## config.mk

```make
export PLATFORM = sky130hd
export DESIGN_NAME = parking_entry_frontend
export DESIGN_NICKNAME = d
export VERILOG_FILES = /design/src/rtl/parking_entry_frontend.sv
export SDC_FILE = /design/constraint.sdc
export NUM_CORES = 1
export LEC_CHECK = 0
export ABC_AREA = 1
export ABC_CLOCK_PERIOD_IN_PS = 1750
export BUFFER_PORTS_ARGS = -buffer_cell sky130_fd_sc_hd__buf_2
export CORE_ASPECT_RATIO = 2
export CORE_UTILIZATION = 45
export DETAILED_ROUTE_END_ITERATION = 10
export PLACE_DENSITY = 0.68
export SETUP_SLACK_MARGIN = 0.5
export SYNTH_ARGS = -nofsm -noshare
export SYNTH_HDL_FRONTEND = slang
export SYNTH_SLANG_ARGS = --single-unit
```

## constraint.sdc

```tcl
create_clock -name clk -period 1.75 [get_ports clk]
set_clock_uncertainty 0.1 [all_clocks]
set_input_delay 0 -clock clk [delete_from_list [all_inputs] [get_ports clk]]
set_output_delay 0 -clock clk [all_outputs]
set_load 0.03 [all_outputs]
```

## src/rtl/parking_entry_frontend.sv

```systemverilog
// parking_entry_frontend
//   Conditions the raw entry/exit lane sensors for the car_parking gate
//   controller, captures and holds the 2-bit keypad password, and tracks how
//   many cars are inside the lot.
//
// Ports
//   clk        in   system clock, rising edge
//   reset      in   synchronous active-high reset
//   raw_entry  in   asynchronous entry-lane sensor (1 = car present)
//   raw_exit   in   asynchronous exit-lane sensor (1 = car present)
//   key_data   in   keypad password value, sampled when key_valid=1
//   key_valid  in   single-cycle keypad strobe
//   sen_entry  out  debounced entry presence, withheld while the lot is full
//   sen_exit   out  debounced exit presence
//   password   out  held password, 0 when none is held
//   pw_ready   out  1 while a password is held
//   occupancy  out  cars currently inside, 0..CAPACITY
//   lot_full   out  occupancy == CAPACITY
//   lot_empty  out  occupancy == 0
module parking_entry_frontend #(
   parameter int CAPACITY   = 8,
   parameter int DEBOUNCE   = 4,
   parameter int PW_TIMEOUT = 64,
   parameter int CW         = $clog2(CAPACITY + 1)
) (
   input  logic          clk,
   input  logic          reset,
   input  logic          raw_entry,
   input  logic          raw_exit,
   input  logic [1:0]    key_data,
   input  logic          key_valid,
   output logic          sen_entry,
   output logic          sen_exit,
   output logic [1:0]    password,
   output logic          pw_ready,
   output logic [CW-1:0] occupancy,
   output logic          lot_full,
   output logic          lot_empty
);

   localparam int DW = $clog2(DEBOUNCE + 1);
   localparam int TW = (PW_TIMEOUT > 1) ? $clog2(PW_TIMEOUT) : 1;
   localparam logic [DW-1:0] DEB_MAX  = DW'(DEBOUNCE);
   localparam logic [TW-1:0] TMR_LAST = TW'(PW_TIMEOUT - 1);
   localparam logic [CW-1:0] OCC_MAX  = CW'(CAPACITY);

   typedef enum logic {
      PW_IDLE = 1'b0,
      PW_HELD = 1'b1
   } pw_state_t;

   // Channel 0 is the entry lane, channel 1 the exit lane.
   logic [1:0] raw;
   logic [1:0] deb;
   logic [1:0] fall;

   assign raw = {raw_exit, raw_entry};

   genvar gi;
   generate
      for (gi = 0; gi < 2; gi++) begin : g_sensor
         logic          sync1_reg;
         logic          sync2_reg;
         logic          deb_reg;
         logic          deb_d_reg;
         logic [DW-1:0] cnt_reg;

         always_ff @(posedge clk) begin
            if (reset) begin
               sync1_reg <= 1'b0;
               sync2_reg <= 1'b0;
               deb_reg   <= 1'b0;
               deb_d_reg <= 1'b0;
               cnt_reg   <= '0;
            end else begin
               sync1_reg <= raw[gi];
               sync2_reg <= sync1_reg;
               deb_d_reg <= deb_reg;
               // The level flips only once the counter has already recorded
               // DEBOUNCE disagreeing cycles and the input still disagrees,
               // so any shorter glitch resets the count before it matters.
               if (sync2_reg == deb_reg) begin
                  cnt_reg <= '0;
               end else if (cnt_reg == DEB_MAX) begin
                  deb_reg <= ~deb_reg;
                  cnt_reg <= '0;
               end else begin
                  cnt_reg <= cnt_reg + 1'b1;
               end
            end
         end

         assign deb[gi]  = deb_reg;
         // Car has left the sensor: debounced level was high last cycle.
         assign fall[gi] = deb_d_reg & ~deb_reg;
      end
   endgenerate

   // Occupancy counter, saturating at both ends; a simultaneous entry and
   // exit cancel out.
   logic [CW-1:0] occ_reg;
   logic [CW-1:0] occ_next;

   always_comb begin
      occ_next = occ_reg;
      if (fall[0] && !fall[1] && (occ_reg != OCC_MAX)) begin
         occ_next = occ_reg + 1'b1;
      end else if (fall[1] && !fall[0] && (occ_reg != '0)) begin
         occ_next = occ_reg - 1'b1;
      end
   end

   always_ff @(posedge clk) begin
      if (reset) begin
         occ_reg <= '0;
      end else begin
         occ_reg <= occ_next;
      end
   end

   // Password hold FSM
   pw_state_t     state_reg;
   pw_state_t     state_next;
   logic [1:0]    pw_reg;
   logic [1:0]    pw_next;
   logic [TW-1:0] timer_reg;
   logic [TW-1:0] timer_next;

   always_ff @(posedge clk) begin
      if (reset) begin
         state_reg <= PW_IDLE;
         pw_reg    <= 2'b00;
         timer_reg <= '0;
      end else begin
         state_reg <= state_next;
         pw_reg    <= pw_next;
         timer_reg <= timer_next;
      end
   end

   always_comb begin
      state_next = state_reg;
      pw_next    = pw_reg;
      timer_next = timer_reg;
      case (state_reg)
         PW_IDLE: begin
            if (key_valid) begin
               state_next = PW_HELD;
               pw_next    = key_data;
               timer_next = '0;
            end
         end
         PW_HELD: begin
            // A fresh key press outranks both release conditions.
            if (key_valid) begin
               pw_next    = key_data;
               timer_next = '0;
            end else if (fall[0] || (timer_reg == TMR_LAST)) begin
               state_next = PW_IDLE;
               pw_next    = 2'b00;
               timer_next = '0;
            end else begin
               timer_next = timer_reg + 1'b1;
            end
         end
         default: begin
            state_next = PW_IDLE;
            pw_next    = 2'b00;
            timer_next = '0;
         end
      endcase
   end

   assign lot_full  = (occ_reg == OCC_MAX);
   assign lot_empty = (occ_reg == '0);
   assign occupancy = occ_reg;
   assign sen_entry = deb[0] & ~lot_full;
   assign sen_exit  = deb[1];
   assign password  = pw_reg;
   assign pw_ready  = (state_reg == PW_HELD);

endmodule

```

# [Yosys cells after proc, flatten, opt, wreduce, memory -nomap -nowiden]
# Cells that the tools add are included.
[totals] register_bits=27 input_bits=7 out_inout_bits=11 word_cells=66
[classes] add_sub_neg=5 n_eq_ne=9 n_mux=14 bitwise_logic=9 reduce_logical=15
[ops] cell="6-bit 2-to-1 mux" count=3
[ops] cell="6-bit one-hot mux with 2 select lines" count=1
[ops] cell="4-bit 2-to-1 mux" count=2
[ops] cell="3-bit by 1-bit adder with 3-bit output, second input constant" count=2
[ops] cell="6-bit by 1-bit adder with 6-bit output, second input constant" count=1
[ops] cell="3-bit == test, second input constant" count=2
[ops] cell="6-bit == test, second input constant" count=1
[ops] cell="2-bit 2-to-1 mux" count=3
[ops] cell="1-bit NOT" count=6
[ops] cell="2-bit AND reduction" count=3
[ops] cell="3-bit OR reduction" count=2
[ops] cell="4-bit by 1-bit adder with 4-bit output, second input constant" count=1
[ops] cell="4-bit == test, second input constant" count=1
[ops] cell="1-bit logical AND" count=4
[ops] cell="4-bit zero test" count=1
[ops] cell="4-bit inequality test, second input constant" count=1
[ops] cell="2-bit one-hot mux with 2 select lines" count=1
[ops] cell="4-bit nonzero test" count=1
[ops] cell="4-bit by 1-bit subtractor with 4-bit output, second input constant" count=1
[ops] cell="1-bit bitwise AND" count=3
[ops] cell="1-bit 2-to-1 mux" count=3
[ops] cell="3-bit by 2-bit inequality test with 1-bit output, second input constant" count=1
[ops] cell="1-bit == test" count=2
[ops] cell="1-bit zero test" count=2
[ops] cell="4 further kinds" count=4

# [Depth between registers and ports, before layout]
# Gate-level depths: netlist of the first run.
[logic_depth] ltp_word=7 mapped_depth=13

# [Worst setup path after synthesis of the first run]
# Ideal clock, no wire load.
[synth_path] path_type="reg-to-reg" start="register occ_reg[0] (netlist: occupancy[0])" end="register occ_reg[3] (netlist: occupancy[3])" arrival_ns=1.733 required_ns=1.536 slack_ns=-0.197 stages_incl_launch_ff=13 n_path_buf=0 period_less_slack_ns=1.947 cell_sequence="dfxtp_1 > nor2_1 > nand2_1 > nand2_4 > ha_1 > nand3_1 > inv_1 > nor2_1 > nand3_1 > nand3_2 > nand2_1 > nand2_1 > nor2_2"
[synth_via] elab_chain_len=3 word_cells_on_any_way=9
[synth_lines] item="from (decl)" line_no="101" rtl="logic [CW-1:0] occ_reg;"
[synth_lines] item="from (signal assigned)" line_no="117" rtl="occ_reg <= occ_next;"
[synth_lines] item="4-bit by 1-bit subtractor with 4-bit output (tied with other cells)" line_no="109" rtl="occ_next = occ_reg - 1'b1;"
[synth_lines] item="4-bit 2-to-1 mux (tied with other cells)" line_no="108" rtl="end else if (fall[1] && !fall[0] && (occ_reg != '0)) begin"
[synth_lines] item="4-bit 2-to-1 mux or 2-bit nonzero test (tied branches)"
# Parallel ways exist; a longest one is shown, timed or not. The select of a mux whose other input is x is not followed.
# A chain may end at the register's enable or synchronous reset.

# [Worst setup path in the final report of the first run]
[layout_path] start="register g_sensor[0].deb_reg" end="register occ_reg[2] (netlist: occupancy[2])"
[layout_via] elab_chain_len=6 word_cells_on_any_way=9
[layout_lines] item="from (decl)" line_no="64" rtl="logic deb_reg;"
[layout_lines] item="from (signal assigned)" line_no="85" rtl="deb_reg <= ~deb_reg;"
[layout_lines] item="1-bit NOT *" line_no="95" rtl="assign fall[gi] = deb_d_reg & ~deb_reg;"
[layout_lines] item="1-bit bitwise AND *" line_no="95"
[layout_lines] item="1-bit zero test" line_no="108"
[layout_lines] item="1-bit logical AND (2 in a row)" line_no="108"
[layout_lines] item="2-bit nonzero test (no source line)"
# Mark *: on every way between the ends. The rest lies on a longest branch, timed or not.

==> metrics.md, run 1 <==
| Metric | Value |
|---|---|
| Yosys warning count | 0 |
| Final worst path period need | 1.68 ns |
| First DRT Iteration DRCs | 15 |
| Initial core utilization | 48.2% |
| Wl on met1 | 1190 µm |
| Max Used Layer | met4 |
| Min-Delay Path Class | in2reg |
| Router iterations before antenna repair | 4 |
| Synth Register Bits | 27 |
| Overall routing resource usage | 23.2% |
| Crit end category | register |
| Min-delay src | reset |
| Hold violation count in the final report | 0 |
| RePlAce Congestion | 0.733 |
| Power Density | about 560 nW/µm² |
| GRT overflow | 0 |
| ANT cells | 0 |
| Utilization after layout | between 70% and 80% |
| Total Wirelength | 3390 µm |
| Fmax achieved | 594 MHz |
| # IOs | 18 |
| Placed cell areas | 1460 µm² |
| Vias in the first global route | around 1300 |
| Routed vias | 1255 |
| Worst-path clk slew | 0.10 ns |
| Rows | 26 |
| Critical Setup Path Class | reg2reg |
| CP Launch Point | g_sensor[0].deb_reg$_SDFFE_PP0P_ |
| Lkg Pwr | 0.000850 µW |
| Post-synthesis cell type count | 22 |
| Unrepaired setup endpoints after global routing | yes |
| Crit path max fanout | 4 |
| Max-slew headroom | 66.3% |
| Die width | 39.3 µm |
| Reg2reg start | g_sensor[0].deb_reg$_SDFFE_PP0P_ |
| Max rail drop VDD | approximately 0.66 mV |
| Final ANT Viol Nets | 0 |
| CTS tree | done |
| Residual DRC | 0 |
| Mean Syn Cell Area | between 7 and 8 µm² |
| Commonest cells after routing, fill and taps aside | 23 x nand2_1, 19 x buf_4, 18 x inv_1, 18 x nor2_1, 17 x dfxtp_1 |
| CTS Buf Count | 3 |
| Die height | 76.7 µm |
| Average routed wire per standard cell | 13.8 µm |
| Period Utilization, post-route | 96.2% |
| Ranking of synthesized cells by area | dfxtp_1 43%, nand2_1 9.3%, nor2_1 8.1% |
| Largest net degree at the start of global routing | 17 |
| Via-to-Cell Ratio | a little over 5 |
| First-pass GRT wire length | approximately 5100 µm |
| Fin area | 1950 µm² |
| Clk buf depth | 2 |
| Max-slew violations | 0 |
| Gate Count Post-Synth | approximately 160 |
| Final setup viols | 0 |
| Initial antenna violation count | 0 |
| Post-synthesis sequential area ratio | 43.1% |
| Area share of the largest cell type after synthesis | 43.1% |
| Port Buf Inserts | 17 |
| Total Nets Final | 234 |
| DP HPWL | 1880 µm |
| Worst Max-Slew Pin Slew | a little over 0.5 ns |
| Commonest non-fill, non-tap cell in the layout | nand2_1 |
| Startpoint types | register |
| Max cap viols | 0 |
| Worst Path Required | 1.84 ns |
| Share of cells above drive strength 1 | a little under half |
| Sum Neg Setup Slack | 0 ns |
| Met2 wire len | 2020 µm |
| Critical Path AT | 1.78 ns |
| Post-synth top area cell | dfxtp_1 |
| Later-pin clock latency in the skew report | ~0.27 ns |
| Status | finished clean |
| Met3 wire len | 101 µm |
| Core area | roughly 2600 µm² |
| Clock sink total | 27 |
| Die Area | 3020 µm² |
| Netlist Area Pre-Place | roughly 1300 µm² |
| H-tree depth | 1 |
| Root Buffer | clkbuf_8 |
| Area Overhead vs Synth | 55.7% |
| Mapped Nets | 179 |
==> synthesized netlist by cell type <==
library cell and n:
o21ai_0 7, xor2_1 2, nor2_2 2, clkbuf_1 1
xnor2_1 3, o21a_1 1, a211oi_2 1, nand3_2 1
nand2_1 31, a21oi_1 13, nor2_4 1, nor2_1 27
and3_1 1, dfxtp_1 27, inv_2 1, ha_1 7
nand3_1 7, nand4_1 2, nand2_2 1, inv_1 24
fa_1 1, nand2_4 3
==> metal layers <==
metal | up-vias | global-route usage (%)
met4 | 0 | 7.24
met2 | 28 | 44.0
li1 | 620 | -
met3 | 7 | 3.47
met1 | 600 | 23.2
met5 | - | 0
==> final timing paths <==
kind,endpoint,slack [ns],cells past startpoint
max reg2reg,occupancy[2]$_SDFFE_PP0P_,0.07,8
min reg2reg,g_sensor[1].sync2_reg$_SDFF_PP0_,0.31,2
min,occupancy[3]$_SDFFE_PP0P_,0.15,4
max,occupancy[2]$_SDFFE_PP0P_,0.07,8
==> logic make-up after synthesis <==
group / share of synthesized area, %
buffers and inverters: 7.78
XOR/XNOR: 3.49
adder cells (fa/ha/maj): 8.57
flip-flops: 43.1
AND/OR/NAND/NOR: 27.5
AO/OA/AOI/OAI: 9.57
==> worst max-delay path: stages (launching register included) <==
cell and delay [ns]:
dfxtp_2 0.34, inv_2 0.07, nand2_4 0.06, nor2_4 0.10
nand2_4 0.09, buf_4 0.14, fa_2 0.34, xnor2_1 0.15
a211oi_2 0.21
==> per-stage QoR <==
stage / worst slack [ns] / hold slack, ns / std cells / total power [µW]
2_1_floorplan: 0.0938 / -0.0363 / 164 / 680
3_3_place_gp: 0.0687 / 0.100 / 210 / 701
3_5_place_dp: -0.00382 / 0.108 / 210 / 703
4_1_cts: 0.105 / 0.126 / 238 / 1080
5_1_grt: -0.0245 / 0.150 / 246 / 1130
6_report: 0.0672 / 0.155 / 246 / 1090
==> report_power, final <==
part	total, µW	leakage [µW]	internal [µW]	switching, µW
combinational	96.1	0.000597	40.5	55.7
sequential	626	0.000226	616	9.33
clock	365	0.0000260	163	202
==> cell type report <==
cell class / count / area [µm²]
multi-input combinational: 111 / 796
fill: 179 / 648
sequential: 27 / 571
timing repair buffer: 51 / 404
inverter: 25 / 101
clock buffer: 3 / 41.3
tap: 28 / 35.0
clock inverter: 1 / 6.26
==> what timing repair did <==
action / CTS / global route
endpoints found under the hold margin: 12 / 0
hold buffers: 9 / 0
endpoints found under the setup margin: 14 / 15
pin swaps: 13 / 11
setup buffers: 15 / 8
resized for setup: 29 / 31
(Power assumes the default switching activity.)
==> run 2, diff against run 1 <==
==> constraint.sdc (replaced) <==
create_clock -name clk -period 1.75 [get_ports clk]
set_clock_uncertainty 0.1 [all_clocks]
set_input_delay 0 -clock clk [delete_from_list [all_inputs] [get_ports clk]]
set_output_delay 0 -clock clk [all_outputs]
set_load 0.05 [all_outputs]
==> metrics.md, run 2 (synthesis gave the netlist of run 1 again) <==
| Metric | Value |
|---|---|
| Status | finished clean |
| Top Usage Layer GRT | met2 |
| Unrepaired setup endpoints after global routing | yes |
| Fmax achieved | 573 MHz |
| Critical Path AT | 1.85 ns |
| Period Utilization, post-route | about 100% |
| R2r worst-path depth | 13 |
| Initial core utilization | 48.2% |
| Sum Neg Setup Slack | 0 ns |
| Largest net degree at the start of global routing | 16 |
| Max cap viols | 0 |
| Commonest cells after routing, fill and taps aside | 21 x inv_1, 20 x nand2_1, 20 x buf_4 |
| Residual DRC | 0 |
| GRT overflow | 0 |
| Total Nets Final | around 240 |
| Min-Delay Path Depth | 6 |
| Die width | between 30 and 40 µm |
| # IOs | 18 |
| Worst Max-Slew Pin Slew | about 0.55 ns |
| DP HPWL | around 1900 µm |
| Placed Instances | 209 |
| Final Non-Filler Cells | 247 |
| Met1 usage | 22.8% |
| Hold violation count in the final report | 0 |
| Max-slew violations | 0 |
| Share of cells above drive strength 1 | 48.9% |
| Initial antenna violation count | 0 |
| Tot Pwr | 1080 µW |
| Max-slew headroom | around 63% |
| Via-to-Cell Ratio | 5.11 |
| Port Buf Inserts | 17 |
| Area Overhead vs Synth | 58.3% |
| Utilization after layout | 76.3% |
| Met2 Use GR | around 44% |
| Max rail drop VDD | slightly above 0.5 mV |
| Crit end category | register |
| Average routed wire per standard cell | 14.3 µm |
| H-tree depth | 1 |
| Die Area | about 3000 µm² |
| Core area | 2600 µm² |
| CTS tree | done |
| Vias in the first global route | between 1000 and 1500 |
| CP Launch Point | g_sensor[0].deb_reg$_SDFFE_PP0P_ |
| Reg2reg start | g_sensor[0].deb_reg$_SDFFE_PP0P_ |
| Fillers | 183 |
| Overall routing resource usage | 23.5% |
| Router iterations before antenna repair | 4 |
| Final worst path period need | between 1.5 and 2 ns |
| Commonest non-fill, non-tap cell in the layout | inv_1 |
| Final ANT Viol Nets | 0 |
| Critical Setup Path Class | reg2reg |
| CTS Buf Count | 3 |
| Crit path max fanout | 5 |
| Met3 GRT Util | 2.89% |
| Final setup viols | 0 |
| Rows | 26 |
| RePlAce Congestion | 0.756 |
| Later-pin clock latency in the skew report | 0.27 ns |
| First-pass GRT wire length | 5060 µm |
| First DRT Iteration DRCs | 20 |
| ANT cells | 0 |
| Min-Delay Path Class | in2reg |
| Routed vias | 1263 |
| Clock sink total | 27 |
| Worst-path clk slew | 0.09 ns |
| Die height | ~77 µm |
| Startpoint types | register |
| Power Density | around 540 nW/µm² |
| Total Wirelength | 3520 µm |
| Hold slack | between 0.09 and 0.1 ns |
| Lkg Pwr | 0.000854 µW |
| Min-delay src | key_valid |
| Clk buf depth | 2 |
| Root Buffer | clkbuf_8 |
| Worst Path Required | approximately 1.9 ns |
-- run 2: timing repair --
action,4_1_cts,5_1_grt
gates resized for setup,22,37
pin swaps,8,16
endpoints found under the hold margin,13,0
buffers inserted,14,10
hold buffers,10,0
setup endpoints to repair,14,18
-- run 2: metal layers --
layer	routed length, µm	share of wire, %	vias up
met5	0	0	-
met4	148	4.2	0
met3	91	2.6	12
met2	2150	61	26
met1	1130	32	602
li1	-	-	623
-- run 2: final timing paths --
check / end / slack (ns)
worst max-delay path: occupancy[3]$_SDFFE_PP0P_ / 0.006
worst min-delay path: timer_reg[2]$_SDFFE_PP0P_ / 0.1
worst max register to register: occupancy[3]$_SDFFE_PP0P_ / 0.006
worst min register to register: g_sensor[1].sync2_reg$_SDFF_PP0_ / 0.31
-- run 2: final cells by class --
cell class / count / area [µm²] / share of cell area (%)
multi-input combinational: 111 / 811 / 40.8
sequential: 27 / 573 / 28.8
timing repair buffer: 52 / 422 / 21.2
inverter: 25 / 100 / 5.04
clock buffer: 3 / 41.3 / 2.08
clock inverter: 1 / 5.00 / 0.252
tap: 28 / 35.0 / 1.76
-- run 2: through the flow --
stage / setup slack, ns / area [µm²]
after global placement: 0.0689 / 1450
after CTS: 0.0960 / 1780
after detailed placement: 0.0105 / 1450
final: 0.00617 / 1990
after global routing: -0.101 / 1990
after floorplan: 0.0420 / 1330
-- run 2: report_power, final --
group / switching, µW / leakage, µW / total (µW) / internal (µW)
logic: 62.2 / 0.000602 / 104 / 42.0
registers: 9.23 / 0.000227 / 626 / 617
clock network: 189 / 0.0000255 / 349 / 159
total: 261 / 0.000854 / 1080 / 818
-- run 2: critical path: stages (launching register included) --
cell and delay (ns):
dfxtp_2 0.33, inv_2 0.07, nand2_4 0.05, nor2_4 0.14, nand2_4 0.11, ha_4 0.31
nand3_2 0.09, inv_1 0.08, nor2_2 0.03, nand3_1 0.07, nand3_2 0.09, nand2_1 0.07
nand2_1 0.06, nor2_2 0.08
==> run 3, diff against run 2 <==
--- a/config.mk
+++ b/config.mk
@@ -12,6 +12,7 @@
 export CORE_UTILIZATION = 45
 export DETAILED_ROUTE_END_ITERATION = 10
 export PLACE_DENSITY = 0.68
+export RECOVER_POWER = 50
 export SETUP_SLACK_MARGIN = 0.5
 export SYNTH_ARGS = -nofsm -noshare
 export SYNTH_HDL_FRONTEND = slang
==> metrics.md, run 3 (synthesis gave the netlist of run 1 again) <==
| Metric | Value |
|---|---|
| Status | finished clean |
| Final ANT Viol Nets | 0 |
| Placed Instances | ~210 |
| Crit path max fanout | 5 |
| Final setup viols | 0 |
| Max Used Layer | met4 |
| Wl on met1 | 1130 µm |
| Fmax achieved | 573 MHz |
| Commonest non-fill, non-tap cell in the layout | inv_1 |
| Met2 wire len | between 2000 and 2500 µm |
| Min-Delay Path Class | in2reg |
| Worst-path clk slew | 0.09 ns |
| Die height | 76.7 µm |
| Router iterations before antenna repair | 4 |
| Net switching power | 258 µW |
| Die Area | 3020 µm² |
| Port Buf Inserts | 17 |
| Max rail drop VDD | about 0.51 mV |
| Sum Neg Setup Slack | 0 ns |
| Fillers | 188 |
| Final Non-Filler Cells | 247 |
| Initial antenna violation count | 0 |
| Lkg Pwr | 0.000821 µW |
| Clock sink total | 27 |
| Die width | 39.3 µm |
| Period Utilization, post-route | between 90% and 100% |
| Root Buffer | clkbuf_8 |
| Tot Pwr | 1070 µW |
| Vias in the first global route | 1214 |
| Startpoint types | register |
| Core area | 2600 µm² |
| CTS tree | done |
| First DRT Iteration DRCs | 18 |
| Total Nets Final | 235 |
| Crit end category | register |
| Max-slew violations | 0 |
| GRT overflow | 0 |
| Overall routing resource usage | 23.5% |
| Hold violation count in the final report | 0 |
| Worst Max-Slew Pin Slew | 0.617 ns |
| Later-pin clock latency in the skew report | 0.27 ns |
| Met3 wire len | 102 µm |
| ANT cells | 0 |
| Routed vias | 1266 |
| Hold slack | ~0.09 ns |
| Initial core utilization | 48.2% |
| H-tree depth | 1 |
| Switching share of power | between 20% and 30% |
| Rows | 26 |
| Via-to-Cell Ratio | 5.13 |
| Max-slew headroom | a little under 60% |
| Comb power frac | roughly a tenth |
| Critical Path AT | between 1.5 and 2 ns |
| Max cap viols | 0 |
| Commonest cells after routing, fill and taps aside | 21 x inv_1, 20 x nand2_1, 20 x buf_4 |
| Critical Setup Path Class | reg2reg |
| DP HPWL | 1920 µm |
| Power Density | 544 nW/µm² |
| # IOs | 18 |
| Unrepaired setup endpoints after global routing | yes |
| Internal cell power | around 800 µW |
| Clock network power share | 32.2% |
| Share of cells above drive strength 1 | a little under half |
| Area Overhead vs Synth | 57.5% |
| CTS Buf Count | 3 |
| Average routed wire per standard cell | 14.3 µm |
| Residual DRC | 0 |
| First-pass GRT wire length | slightly above 5000 µm |
| RePlAce Congestion | 0.756 |
| Clk buf depth | 2 |
| Worst Path Required | 1.86 ns |
| Largest net degree at the start of global routing | 16 |
| Final worst path period need | 1.75 ns |
| Flop pwr share | 58.2% |
| Total Wirelength | 3530 µm |
[run 3: changes by cell type in the layout (fill, tap and decap cells not counted), sizes merged]
cell / before / now
clkbuf: 3 / 11
buf: 42 / 34
[run 3: power groups by stage]
| stage | clock network [µW] | logic, µW | registers (µW) |
|---|---|---|---|
| final | 346 | 103 | 626 |
| after global routing | 388 | 111 | 627 |
| after CTS | 361 | 92.6 | 625 |
| after detailed placement | 0 | 68.3 | 642 |
| after global placement | 0 | 66.2 | 642 |
| after floorplan | 0 | 31.2 | 656 |
[run 3: cell type report]
type	instances	area (µm²)	share of cell area, %
sequential	27	573	29.0
tap	28	35.0	1.77
timing repair buffer	52	412	20.8
inverter	25	100	5.06
multi-input combinational	111	811	41.0
clock buffer	3	41.3	2.09
clock inverter	1	5.00	0.253
[run 3: path summary, 6_finish.rpt]
path | startpoint | endpoint | slack (ns) | depth (start not counted)
max | g_sensor[0].deb_reg$_SDFFE_PP0P_ | occupancy[3]$_SDFFE_PP0P_ | 0.005 | 13
min | key_valid | timer_reg[2]$_SDFFE_PP0P_ | 0.09 | 6
max reg2reg | g_sensor[0].deb_reg$_SDFFE_PP0P_ | occupancy[3]$_SDFFE_PP0P_ | 0.005 | 13
min reg2reg | g_sensor[1].sync1_reg$_SDFF_PP0_ | g_sensor[1].sync2_reg$_SDFF_PP0_ | 0.31 | 2
[run 3: per-stage QoR]
stage | area, µm² | utilization (%) | worst slack [ns]
CTS | 1780 | 68.5 | 0.0960
finish | 1980 | 76.0 | 0.00467
global placement | 1450 | 55.8 | 0.0689
detailed placement | 1450 | 55.8 | 0.0105
global route | 1980 | 76.0 | -0.102
floorplan | 1330 | - | 0.0420
[run 3: worst max-delay path, cell delays in order (launching register included)]
cell	delay [ns]
dfxtp_2	0.33
inv_2	0.07
nand2_4	0.05
nor2_4	0.14
nand2_4	0.11
ha_4	0.31
nand3_2	0.09
inv_1	0.08
nor2_2	0.03
nand3_1	0.07
nand3_2	0.09
nand2_1	0.07
nand2_1	0.06
nor2_2	0.08
[run 3: repair_timing]
item / CTS / global route
buffers inserted: 14 / 10
setup endpoints to repair: 14 / 18
gates resized for setup: 22 / 37
hold buffers: 10 / 0
pin swaps: 8 / 16
hold endpoints to repair: 13 / 0
[run 3: per-layer routing]
layer / vias up / track usage [%]
met5: - / 0
met4: 0 / 10.0
met3: 12 / 2.89
met2: 28 / 44.2
met1: 603 / 22.8
li1: 623 / -
